`src/rtl/memory_access_stage.sv`:
```
// -----------------------------------------------------------------------------
// memory_access_stage
// Pipeline MEM stage sitting after EX. It registers the EX result and performs
// loads and stores over a req/ack data-memory handshake with an ack timeout.
// It aligns and extends load data, drives write-back and the forwarding value,
// and holds off upstream (ex_ready=0) while a memory transaction is open.
//
// Optional feature macro: MEM_MISALIGN_TRAP_EN
//   defined   : misaligned LH/LHU/SH/LW/SW issue no request and raise bus_error
//   undefined : misaligned addresses are truncated to the natural boundary
//
// Parameters
//   ADDR_W      width of dmem_addr (low ADDR_W bits of ex_alu_data), <= 32
//   ACK_TIMEOUT cycles dmem_req is held before bus_error, 1..255
//
// Ports
//   clk, reset_n                      clock, async active-low reset
//   ex_valid/ex_ready                 EX handshake (transfer = valid & ready)
//   ex_alu_data, ex_store_data        ALU result / store data
//   ex_mem_read, ex_mem_write         load / store (both set -> load)
//   ex_funct3, ex_rd, ex_reg_write    access size, destination, rd write enable
//   dmem_req/we/addr/wdata/be         data-memory request (held until ack/timeout)
//   dmem_rdata, dmem_ack              data-memory response
//   wb_valid/rd/reg_write/data        write-back result (wb_valid is a pulse)
//   mem_forward_data                  ALU result of the held instruction
//   bus_error                         one-cycle pulse on timeout / trap
// -----------------------------------------------------------------------------
module memory_access_stage #(
  parameter int unsigned ADDR_W      = 32,
  parameter int unsigned ACK_TIMEOUT = 16
) (
  input  logic              clk,
  input  logic              reset_n,
  input  logic              ex_valid,
  output logic              ex_ready,
  input  logic [31:0]       ex_alu_data,
  input  logic [31:0]       ex_store_data,
  input  logic              ex_mem_read,
  input  logic              ex_mem_write,
  input  logic [2:0]        ex_funct3,
  input  logic [4:0]        ex_rd,
  input  logic              ex_reg_write,
  output logic              dmem_req,
  output logic              dmem_we,
  output logic [ADDR_W-1:0] dmem_addr,
  output logic [31:0]       dmem_wdata,
  output logic [3:0]        dmem_be,
  input  logic [31:0]       dmem_rdata,
  input  logic              dmem_ack,
  output logic              wb_valid,
  output logic [4:0]        wb_rd,
  output logic              wb_reg_write,
  output logic [31:0]       wb_data,
  output logic [31:0]       mem_forward_data,
  output logic              bus_error
);

  localparam int unsigned CNT_W   = 8;
  localparam logic [CNT_W-1:0] CNT_LAST = CNT_W'(ACK_TIMEOUT - 1);
  localparam logic [CNT_W-1:0] CNT_MAX  = CNT_W'(ACK_TIMEOUT);

  typedef enum logic [0:0] {ST_IDLE = 1'b0, ST_ACCESS = 1'b1} state_t;

  state_t           r_state;
  state_t           w_state_next;
  logic [CNT_W-1:0] r_cnt;
  logic [31:0]      r_alu;
  logic [4:0]       r_rd;
  logic             r_reg_write;
  logic             r_is_store;
  logic [2:0]       r_funct3;
  logic [1:0]       r_off;

  logic        w_transfer;
  logic        w_mem_op;
  logic        w_is_store;
  logic        w_trap;
  logic        w_timeout;
  logic [1:0]  w_off;
  logic [3:0]  w_be;
  logic [31:0] w_wdata;
  logic [31:0] w_load_data;
  logic [7:0]  w_byte;
  logic [15:0] w_half;

  // FSM control strobes
  logic w_capture, w_start, w_direct, w_trap_done, w_ack_done, w_to_done, w_count;

  assign ex_ready         = (r_state == ST_IDLE) && reset_n;
  assign w_transfer       = ex_valid && ex_ready;
  assign w_mem_op         = ex_mem_read || ex_mem_write;
  assign w_is_store       = ex_mem_write && !ex_mem_read;  // read+write acts as load
  assign w_off            = ex_alu_data[1:0];
  assign w_timeout        = (r_cnt == CNT_LAST);
  assign mem_forward_data = r_alu;

`ifdef MEM_MISALIGN_TRAP_EN
  logic w_misalign;
  always_comb begin
    w_misalign = 1'b0;
    case (ex_funct3[1:0])
      2'b01:   w_misalign = w_off[0];
      2'b10:   w_misalign = (w_off != 2'b00);
      default: w_misalign = 1'b0;
    endcase
  end
  assign w_trap = w_misalign;
`else
  assign w_trap = 1'b0;
`endif

  // Store lane steering; halfword uses off[1] only, word ignores off
  always_comb begin
    w_be    = 4'b1111;
    w_wdata = ex_store_data;
    case (ex_funct3[1:0])
      2'b00: begin
        w_be    = 4'(4'b0001 << w_off);
        w_wdata = {4{ex_store_data[7:0]}};
      end
      2'b01: begin
        w_be    = w_off[1] ? 4'b1100 : 4'b0011;
        w_wdata = {2{ex_store_data[15:0]}};
      end
      default: begin
        w_be    = 4'b1111;
        w_wdata = ex_store_data;
      end
    endcase
  end

  // Load lane selection and extension
  always_comb begin
    w_byte = dmem_rdata[7:0];
    case (r_off)
      2'd0: w_byte = dmem_rdata[7:0];
      2'd1: w_byte = dmem_rdata[15:8];
      2'd2: w_byte = dmem_rdata[23:16];
      2'd3: w_byte = dmem_rdata[31:24];
      default: w_byte = dmem_rdata[7:0];
    endcase
    w_half      = r_off[1] ? dmem_rdata[31:16] : dmem_rdata[15:0];
    w_load_data = dmem_rdata;
    case (r_funct3)
      3'b000:  w_load_data = {{24{w_byte[7]}}, w_byte};
      3'b100:  w_load_data = {24'd0, w_byte};
      3'b001:  w_load_data = {{16{w_half[15]}}, w_half};
      3'b101:  w_load_data = {16'd0, w_half};
      default: w_load_data = dmem_rdata;
    endcase
  end

  // State register
  always_ff @(posedge clk or negedge reset_n) begin
    if (!reset_n) r_state <= ST_IDLE;
    else          r_state <= w_state_next;
  end

  // Next-state logic; ack takes priority over timeout
  always_comb begin
    w_state_next = r_state;
    case (r_state)
      ST_IDLE:   if (w_transfer && w_mem_op && !w_trap) w_state_next = ST_ACCESS;
      ST_ACCESS: if (dmem_ack || w_timeout)             w_state_next = ST_IDLE;
      default:   w_state_next = ST_IDLE;
    endcase
  end

  // Control strobes per state
  always_comb begin
    w_capture   = 1'b0;
    w_start     = 1'b0;
    w_direct    = 1'b0;
    w_trap_done = 1'b0;
    w_ack_done  = 1'b0;
    w_to_done   = 1'b0;
    w_count     = 1'b0;
    case (r_state)
      ST_IDLE: begin
        if (w_transfer) begin
          w_capture = 1'b1;
          if (!w_mem_op)   w_direct    = 1'b1;
          else if (w_trap) w_trap_done = 1'b1;
          else             w_start     = 1'b1;
        end
      end
      ST_ACCESS: begin
        if (dmem_ack)       w_ack_done = 1'b1;
        else if (w_timeout) w_to_done  = 1'b1;
        else                w_count    = 1'b1;
      end
      default: ;
    endcase
  end

  // Datapath and registered outputs
  always_ff @(posedge clk or negedge reset_n) begin
    if (!reset_n) begin
      r_cnt        <= '0;
      r_alu        <= '0;
      r_rd         <= '0;
      r_reg_write  <= 1'b0;
      r_is_store   <= 1'b0;
      r_funct3     <= '0;
      r_off        <= '0;
      dmem_req     <= 1'b0;
      dmem_we      <= 1'b0;
      dmem_addr    <= '0;
      dmem_wdata   <= '0;
      dmem_be      <= '0;
      wb_valid     <= 1'b0;
      wb_rd        <= '0;
      wb_reg_write <= 1'b0;
      wb_data      <= '0;
      bus_error    <= 1'b0;
    end else begin
      wb_valid  <= 1'b0;
      bus_error <= 1'b0;
      if (w_capture) begin
        r_alu       <= ex_alu_data;
        r_rd        <= ex_rd;
        r_reg_write <= ex_reg_write;
        r_is_store  <= w_is_store;
        r_funct3    <= ex_funct3;
        r_off       <= w_off;
      end
      if (w_start) begin
        dmem_req   <= 1'b1;
        dmem_we    <= w_is_store;
        dmem_addr  <= {ex_alu_data[ADDR_W-1:2], 2'b00};
        dmem_wdata <= w_wdata;
        dmem_be    <= w_be;
        r_cnt      <= '0;
      end
      if (w_direct) begin
        wb_valid     <= 1'b1;
        wb_rd        <= ex_rd;
        wb_reg_write <= ex_reg_write;
        wb_data      <= ex_alu_data;
      end
      if (w_trap_done) begin
        wb_valid     <= 1'b1;
        bus_error    <= 1'b1;
        wb_rd        <= ex_rd;
        wb_reg_write <= 1'b0;
        wb_data      <= '0;
      end
      if (w_ack_done) begin
        dmem_req     <= 1'b0;
        wb_valid     <= 1'b1;
        wb_rd        <= r_rd;
        wb_reg_write <= r_reg_write && !r_is_store;
        wb_data      <= r_is_store ? r_alu : w_load_data;
      end
      if (w_to_done) begin
        dmem_req     <= 1'b0;
        wb_valid     <= 1'b1;
        bus_error    <= 1'b1;
        wb_rd        <= r_rd;
        wb_reg_write <= 1'b0;
        wb_data      <= '0;
      end
      if (w_count && (r_cnt != CNT_MAX)) r_cnt <= r_cnt + CNT_W'(1);
    end
  end

endmodule

```
`config.mk`:
```
export PLATFORM = sky130hd
export DESIGN_NAME = memory_access_stage
export DESIGN_NICKNAME = d
export VERILOG_FILES = /design/src/rtl/memory_access_stage.sv
export SDC_FILE = /design/constraint.sdc
export NUM_CORES = 1
export LEC_CHECK = 0
export ABC_CLOCK_PERIOD_IN_PS = 1700
export CAP_MARGIN = 20
export CORE_AREA = 2 2 140 142
export DETAILED_ROUTE_END_ITERATION = 10
export DIE_AREA = 0 0 142 144
export PLACE_DENSITY = 0.76
export REMOVE_ABC_BUFFERS = 1
export SYNTH_ARGS = -nofsm -noshare
export SYNTH_HDL_FRONTEND = slang
export SYNTH_SLANG_ARGS = --single-unit
```
`constraint.sdc`:
```
create_clock -name clk -period 1.7 [get_ports clk]
set_clock_uncertainty 0.05 [all_clocks]
set_input_delay 0.34 -clock clk [delete_from_list [all_inputs] [get_ports clk]]
set_output_delay 0.34 -clock clk [all_outputs]
set_load 0.02 [all_outputs]
```
## Word level (Yosys, flattened, before mapping)

Index checks and enable logic that the tools add are counted.

- $add $sub $neg: 1
- Equal/unequal tests: 9
- Shifts and indexed selects: 1
- Multiplexer cells: 44
- Bitwise logic cells: 1
- Reductions and logical operators: 16

Operators by type and width:

| cell | number |
|---|---|
| two-way mux 32 bit | 4 |
| one-hot mux 32 bit (4 select lines) | 1 |
| one-hot mux 32 bit (2 select lines) | 1 |
| one-hot mux 8 bit (4 select lines) | 1 |
| two-way mux 1 bit | 28 |
| two-way mux 16 bit | 1 |
| two-way mux 8 bit | 2 |
| two-way mux 5 bit | 3 |
| adder 8 x 1 -> 8 bit, second input constant | 1 |
| equality test 8 x 4 -> 1 bit, second input constant | 1 |
| != test 8 x 5 -> 1 bit, second input constant | 1 |
| one-hot mux 4 bit (2 select lines) | 1 |
| equality test 3 bit, second input constant | 2 |
| logical AND 1 bit | 6 |
| nonzero test 3 bit | 2 |
| equality test 2 x 1 -> 1 bit, second input constant | 2 |
| equality test 2 bit, second input constant | 2 |
| zero test 2 bit | 2 |
| two-way mux 4 bit | 1 |
| left shift 1 x 2 -> 4 bit, first input constant | 1 |
| equality test 3 x 1 -> 1 bit, second input constant | 1 |
| zero test 3 bit | 1 |
| zero test 1 bit | 2 |
| logical OR 1 bit | 2 |
| other kinds (3) | 3 |

- Register bits: 161
- Input bits: 111
- Output and inout bits: 143
- Logic and storage cells: 90

## Depth between registers and ports, before layout

- Word-level depth: 8
- Mapped depth: 7
- Mapped depth without buffers: 6

## Least setup slack after synthesis

No wires, ideal clock.

- Path type: reg-to-reg
- Start point: reg, netlist name mem_forward_data[0]
- End point: reg wb_data[23]
- Setup time: 0.129 ns
- Arrival time: 1.780 ns
- Data required time: 1.521 ns
- Setup slack: -0.259 ns
- Stages on the path, launching flop included: 7
- Path buffers: 2
- Clock period less this slack: 1.959 ns
- Path through: dfrtp_1 -> clkbuf_1 -> mux2i_1 -> o22ai_4 -> o31ai_4 -> buf_6 -> o31ai_2

RTL lines:

| element | line | text |
|---|---|---|
| end signal, assigned | 239 | `wb_data <= ex_alu_data;` |
| end signal, assigned | 253 | `wb_data <= r_is_store ? r_alu : w_load_data;` |
| end, declared | 53 | `output logic [31:0] wb_data,` |

## Worst setup path in the final report

- Start point: reg r_cnt[1]
- End point: reg r_cnt[1]

- Word-level cells in the longest chain between the ends: 6
- Elaborated cells between the ends (all ways): 9
- Classes of those cells: add/sub: 1; eq/ne: 2; mux: 4; reduce/logical: 2

RTL lines:

| element | line | text |
|---|---|---|
| start, declared | 66 | `logic [CNT_W-1:0] r_cnt;` |
| start signal, assigned | 263 | `if (w_count && (r_cnt != CNT_MAX)) r_cnt <= r_cnt + CNT_W'(1);` |
| equality test 8 x 4 -> 1 bit | 94 | `assign w_timeout = (r_cnt == CNT_LAST);` |
| two-way mux 1 bit | 189 | `else if (w_timeout) w_to_done = 1'b1;` |
| two-way mux 1 bit | 188 | `if (dmem_ack) w_ack_done = 1'b1;` |
| two-way mux 1 bit | 178 | `case (r_state)` |
| logical AND 1 bit | 263 |  |
| two-way mux 8 bit / nonzero test 2 bit (equally long branches) | -- |  |

Parallel ways exist; a longest one is shown, timed or not.
A chain may end at the register's enable or synchronous reset.

==> impl_results.html <==
<table>
<tr><th>Metric</th><th>Value</th></tr>
<tr><th colspan="2">Cells and area</th></tr>
<tr><td>Highest-count cells in the layout ignoring fill and taps</td><td>280 x sky130_fd_sc_hd__nand2_1, 155 x sky130_fd_sc_hd__dfrtp_1, 137 x sky130_fd_sc_hd__dlygate4sd2_1</td></tr>
<tr><td>N_diodes</td><td>0</td></tr>
<tr><td>Count of nets after finishing</td><td>1,305</td></tr>
<tr><td>Fillers</td><td>about 1,400</td></tr>
<tr><td>Final Cell Area</td><td>approximately 0.013 mm^2</td></tr>
<tr><td>Leading cell type in the layout, fill and taps excluded</td><td>sky130_fd_sc_hd__nand2_1</td></tr>
<tr><td>Syn-to-layout area delta</td><td>64.7%</td></tr>
<tr><td>Layout cells sized above 1</td><td>0.216</td></tr>
<tr><th colspan="2">Job</th></tr>
<tr><td>Max Cap Violations</td><td>0</td></tr>
<tr><th colspan="2">Clock tree</th></tr>
<tr><td>Clock tree from TritonCTS</td><td>done</td></tr>
<tr><td>Number of clock sinks</td><td>between 150 and 200</td></tr>
<tr><td>Clock transition at the registers of the reported paths</td><td>about 60 ps</td></tr>
<tr><td>Latest clock arrival within the worst-skew pair</td><td>430 ps</td></tr>
<tr><td>Cell at the root of the clock tree</td><td>sky130_fd_sc_hd__clkbuf_16</td></tr>
<tr><td>Number of buffers created by CTS</td><td>17</td></tr>
<tr><td>Largest buffer count on any clock path</td><td>2</td></tr>
<tr><td>Number of H-tree levels</td><td>4</td></tr>
<tr><th colspan="2">Floorplanning</th></tr>
<tr><td>Number of I/O pins</td><td>between 200 and 300</td></tr>
<tr><td>Core ar.</td><td>between 0.015 and 0.02 mm^2</td></tr>
<tr><td>Height of the die</td><td>144 um</td></tr>
<tr><td>Initial Util</td><td>0.410</td></tr>
<tr><td>Die area</td><td>just over 0.02 mm^2</td></tr>
<tr><td>Die width</td><td>around 140 um</td></tr>
<tr><td>Standard-cell rows</td><td>about 50</td></tr>
<tr><th colspan="2">Setup path</th></tr>
<tr><td>CP Capture Type</td><td>flop</td></tr>
<tr><td>Class of the most critical setup path</td><td>reg2reg</td></tr>
<tr><td>R2r setup slk</td><td>-140 ps</td></tr>
<tr><td>Crit path launch type</td><td>flop</td></tr>
<tr><td>Arrival time of data at the critical path endpoint</td><td>2100 ps</td></tr>
<tr><td>Worst EP required</td><td>1960 ps</td></tr>
<tr><td>Largest fanout on the critical path</td><td>3</td></tr>
<tr><th colspan="2">Global route</th></tr>
<tr><td>Number of global-route vias before repair</td><td>7,979</td></tr>
<tr><td>Met1 demand-to-capacity share in global routing</td><td>0.359</td></tr>
<tr><td>Most congested layer reported by global routing</td><td>met2</td></tr>
<tr><td>GRT met2 Usage</td><td>0.454</td></tr>
<tr><td>Initial antenna violation count</td><td>0</td></tr>
<tr><td>Final global-route overflow total</td><td>0</td></tr>
<tr><td>Met3 track demand over resource in global routing</td><td>0.0659</td></tr>
<tr><td>Global-route wire length before repair</td><td>roughly 44,000 um</td></tr>
<tr><td>Total global-route track usage</td><td>0.283</td></tr>
<tr><td>Largest net degree at the start of global routing</td><td>100</td></tr>
<tr><th colspan="2">Synth</th></tr>
<tr><td>Post-synthesis cell type count</td><td>57</td></tr>
<tr><td>Area of the mapped netlist</td><td>0.00782 mm^2</td></tr>
<tr><td>Async SR Flop Fraction</td><td>1.00</td></tr>
<tr><td>Most used flip-flop cell after synthesis</td><td>sky130_fd_sc_hd__dfrtp_1</td></tr>
<tr><td>Number of enable flip-flop cells after synthesis</td><td>0</td></tr>
<tr><td>Share of synthesized area occupied by flip-flops and latches</td><td>0.509</td></tr>
<tr><td>Syn Area/Cell</td><td>~9.0 um^2</td></tr>
<tr><td>Cell count after synthesis</td><td>868</td></tr>
<tr><td>Most area-hungry cell type in the Yosys netlist</td><td>sky130_fd_sc_hd__dfrtp_1</td></tr>
<tr><td>Number of register bits inferred by synthesis</td><td>approximately 160</td></tr>
<tr><td>Top area cells in the synthesized netlist</td><td>sky130_fd_sc_hd__dfrtp_1 51%, sky130_fd_sc_hd__nand2_1 14%, sky130_fd_sc_hd__mux2i_1 4.5%, sky130_fd_sc_hd__a32o_1 3.1%, sky130_fd_sc_hd__o21ai_0 2.9%</td></tr>
<tr><td>Count of warnings emitted by yosys</td><td>0</td></tr>
<tr><td>Fraction of post-synthesis cell area in the top cell type by area</td><td>0.509</td></tr>
<tr><th colspan="2">Run status</th></tr>
<tr><td>Failing checks</td><td>setup timing</td></tr>
<tr><td>Status</td><td>complete, but fails checks</td></tr>
<tr><th colspan="2">STA</th></tr>
<tr><td>Time the worst path needs with I/O delays and setup</td><td>1840 ps</td></tr>
<tr><td>Hold Fails Final Rpt</td><td>0</td></tr>
<tr><td>Normalized max-slew margin</td><td>0.483</td></tr>
<tr><td>Final period util</td><td>1.08</td></tr>
<tr><td>Final hold slack</td><td>between 80 and 90 ps</td></tr>
<tr><td>Upper clock frequency limit</td><td>about 0.54 GHz</td></tr>
<tr><td>RSZ-0062 raised after global routing</td><td>yes</td></tr>
<tr><td>Worst Slack Setup Final</td><td>-138 ps</td></tr>
<tr><td>Setup Viol. Count Final</td><td>about 40</td></tr>
<tr><td>Final slew viol count</td><td>0</td></tr>
<tr><td>Measured slew at the worst slew-check pin</td><td>776 ps</td></tr>
<tr><th colspan="2">Placement</th></tr>
<tr><td>Instance area after placement</td><td>~0.011 mm^2</td></tr>
<tr><td>Detailed-placement wirelength estimate</td><td>~20,000 um</td></tr>
<tr><td>Count of port buffers added during placement</td><td>around 250</td></tr>
<tr><td>Placer congestion estimate</td><td>between 0.9 and 1</td></tr>
<tr><th colspan="2">Min path</th></tr>
<tr><td>Class of the tightest hold or removal check</td><td>in2async</td></tr>
<tr><th colspan="2">Detailed routing</th></tr>
<tr><td>Antenna viol nets, final</td><td>0</td></tr>
<tr><td>DR DRC count</td><td>0</td></tr>
<tr><td>WL per Instance</td><td>21.1 um</td></tr>
<tr><td>1st-pass router iterations</td><td>6</td></tr>
<tr><td>Number of vias per cell after detailed routing</td><td>5.75</td></tr>
<tr><td>Routed via count</td><td>approximately 8,300</td></tr>
<tr><td>Initial DRC Count</td><td>approximately 760</td></tr>
<tr><td>Detailed Route WL</td><td>about 30,000 um</td></tr>
<tr><th colspan="2">Pwr</th></tr>
<tr><td>Cell area power density</td><td>~1200 mW/mm^2</td></tr>
<tr><td>Worst-case vdd ir drop</td><td>about 0.00084 V</td></tr>
<tr><td>Static leakage</td><td>between 6 and 7 nW</td></tr>
</table>
[area by class of cell]
class / instances / area (um^2) / share of cell area
multi-input cells: 637 / 4420 / 0.343
flip-flops and latches: 159 / 3980 / 0.309
repair buffers: 368 / 3520 / 0.273
clock buffers: 22 / 464 / 0.0361
well taps: 238 / 298 / 0.0231
clock inverters: 9 / 155 / 0.0121
inverters: 9 / 38.8 / 0.00301
[metrics by stage]
stage / instances / utilization / power, mW / TNS (ps) / worst slack [ps]
finish: 1442 / 0.675 / 15.8 / -2330 / -138
detailed placement: 1393 / 0.593 / 11.0 / -29860 / -429
global placement: 1393 / 0.593 / 10.9 / -24770 / -292
CTS: 1439 / 0.649 / 15.2 / -2370 / -146
global route: 1442 / 0.675 / 16.4 / -4210 / -172
floorplan: 805 / - / 7.80 / -254440 / -2720
[what timing repair did]
action | 4_1_cts | 5_1_grt
hold endpoints to repair | 2 | 0
buffers inserted | 14 | 9
setup endpoints to repair | 179 | 61
gates resized for setup | 231 | 100
cloned | 3 | 0
pin swaps | 31 | 32
hold buffers | 1 | 0
[cell families after synthesis]
kind of cell	after synthesis	synth area share
buffers and inverters	73	0.0392
adder cells (fa/ha/maj)	2	0.00320
other	1	0.000480
XOR/XNOR	1	0.00112
AO/OA/AOI/OAI	203	0.185
flip-flops	159	0.509
multiplexers	41	0.0534
AND/OR/NAND/NOR	388	0.209
[sequential cells by signal, indices dropped and copies added, names as in the netlist, 4 cells and up]
register and count:
dmem_wdata 32, mem_forward_data 32, wb_data 32, dmem_addr 30
r_cnt 8, r_rd 5, wb_rd 5, dmem_be 4
[cells in the mapped netlist, drive strengths merged (16+ instances only)]
cell and instances:
a31oi 30, dfrtp 159, o21ai 45, a21oi 39
o31ai 31, nand2 284, nor2 44, a32o 24
mux2i 35, buf 16, clkbuf 48
[critical path, cell delays in order (launching register included)]
cell and delay (ps):
sky130_fd_sc_hd__dfrtp_1 410, sky130_fd_sc_hd__buf_6 140, sky130_fd_sc_hd__inv_4 50, sky130_fd_sc_hd__ha_4 120
sky130_fd_sc_hd__nor4bb_4 200, sky130_fd_sc_hd__o21a_1 210, sky130_fd_sc_hd__buf_4 130, sky130_fd_sc_hd__nand2b_4 120
sky130_fd_sc_hd__mux2_4 290
[final timing paths]
kind                                                start                   endpoint  cells past startpoint
worst min register to register  dmem_addr[20]$_DFFE_PN0P_  dmem_addr[20]$_DFFE_PN0P_                      2
max in group asynchronous                         reset_n          r_state$_DFF_PN0_                      3
worst max-delay path                 r_cnt[1]$_DFFE_PN0P_       r_cnt[1]$_DFFE_PN0P_                      8
worst max register to register       r_cnt[1]$_DFFE_PN0P_       r_cnt[1]$_DFFE_PN0P_                      8
worst min-delay path                              reset_n     wb_data[2]$_DFFE_PN0P_                      3
min in group clk                             ex_funct3[2]    r_funct3[2]$_DFFE_PN0P_                      3
[report_power, final]
group          leakage (nW)  total, mW  internal [mW]  switching, mW
registers              1.97       5.45           4.69          0.751
clock network         0.301       4.15           2.54           1.61
logic                  3.78       6.21           2.77           3.44
[routing by layer]
metal | vias up | wire (um)
met5 | - | 0
met4 | 0 | 1680
met3 | 132 | 2330
met2 | 464 | 14500
met1 | 4008 | 11900
li1 | 3686 | -
Note: power is estimated with default switching activity, not from simulation.
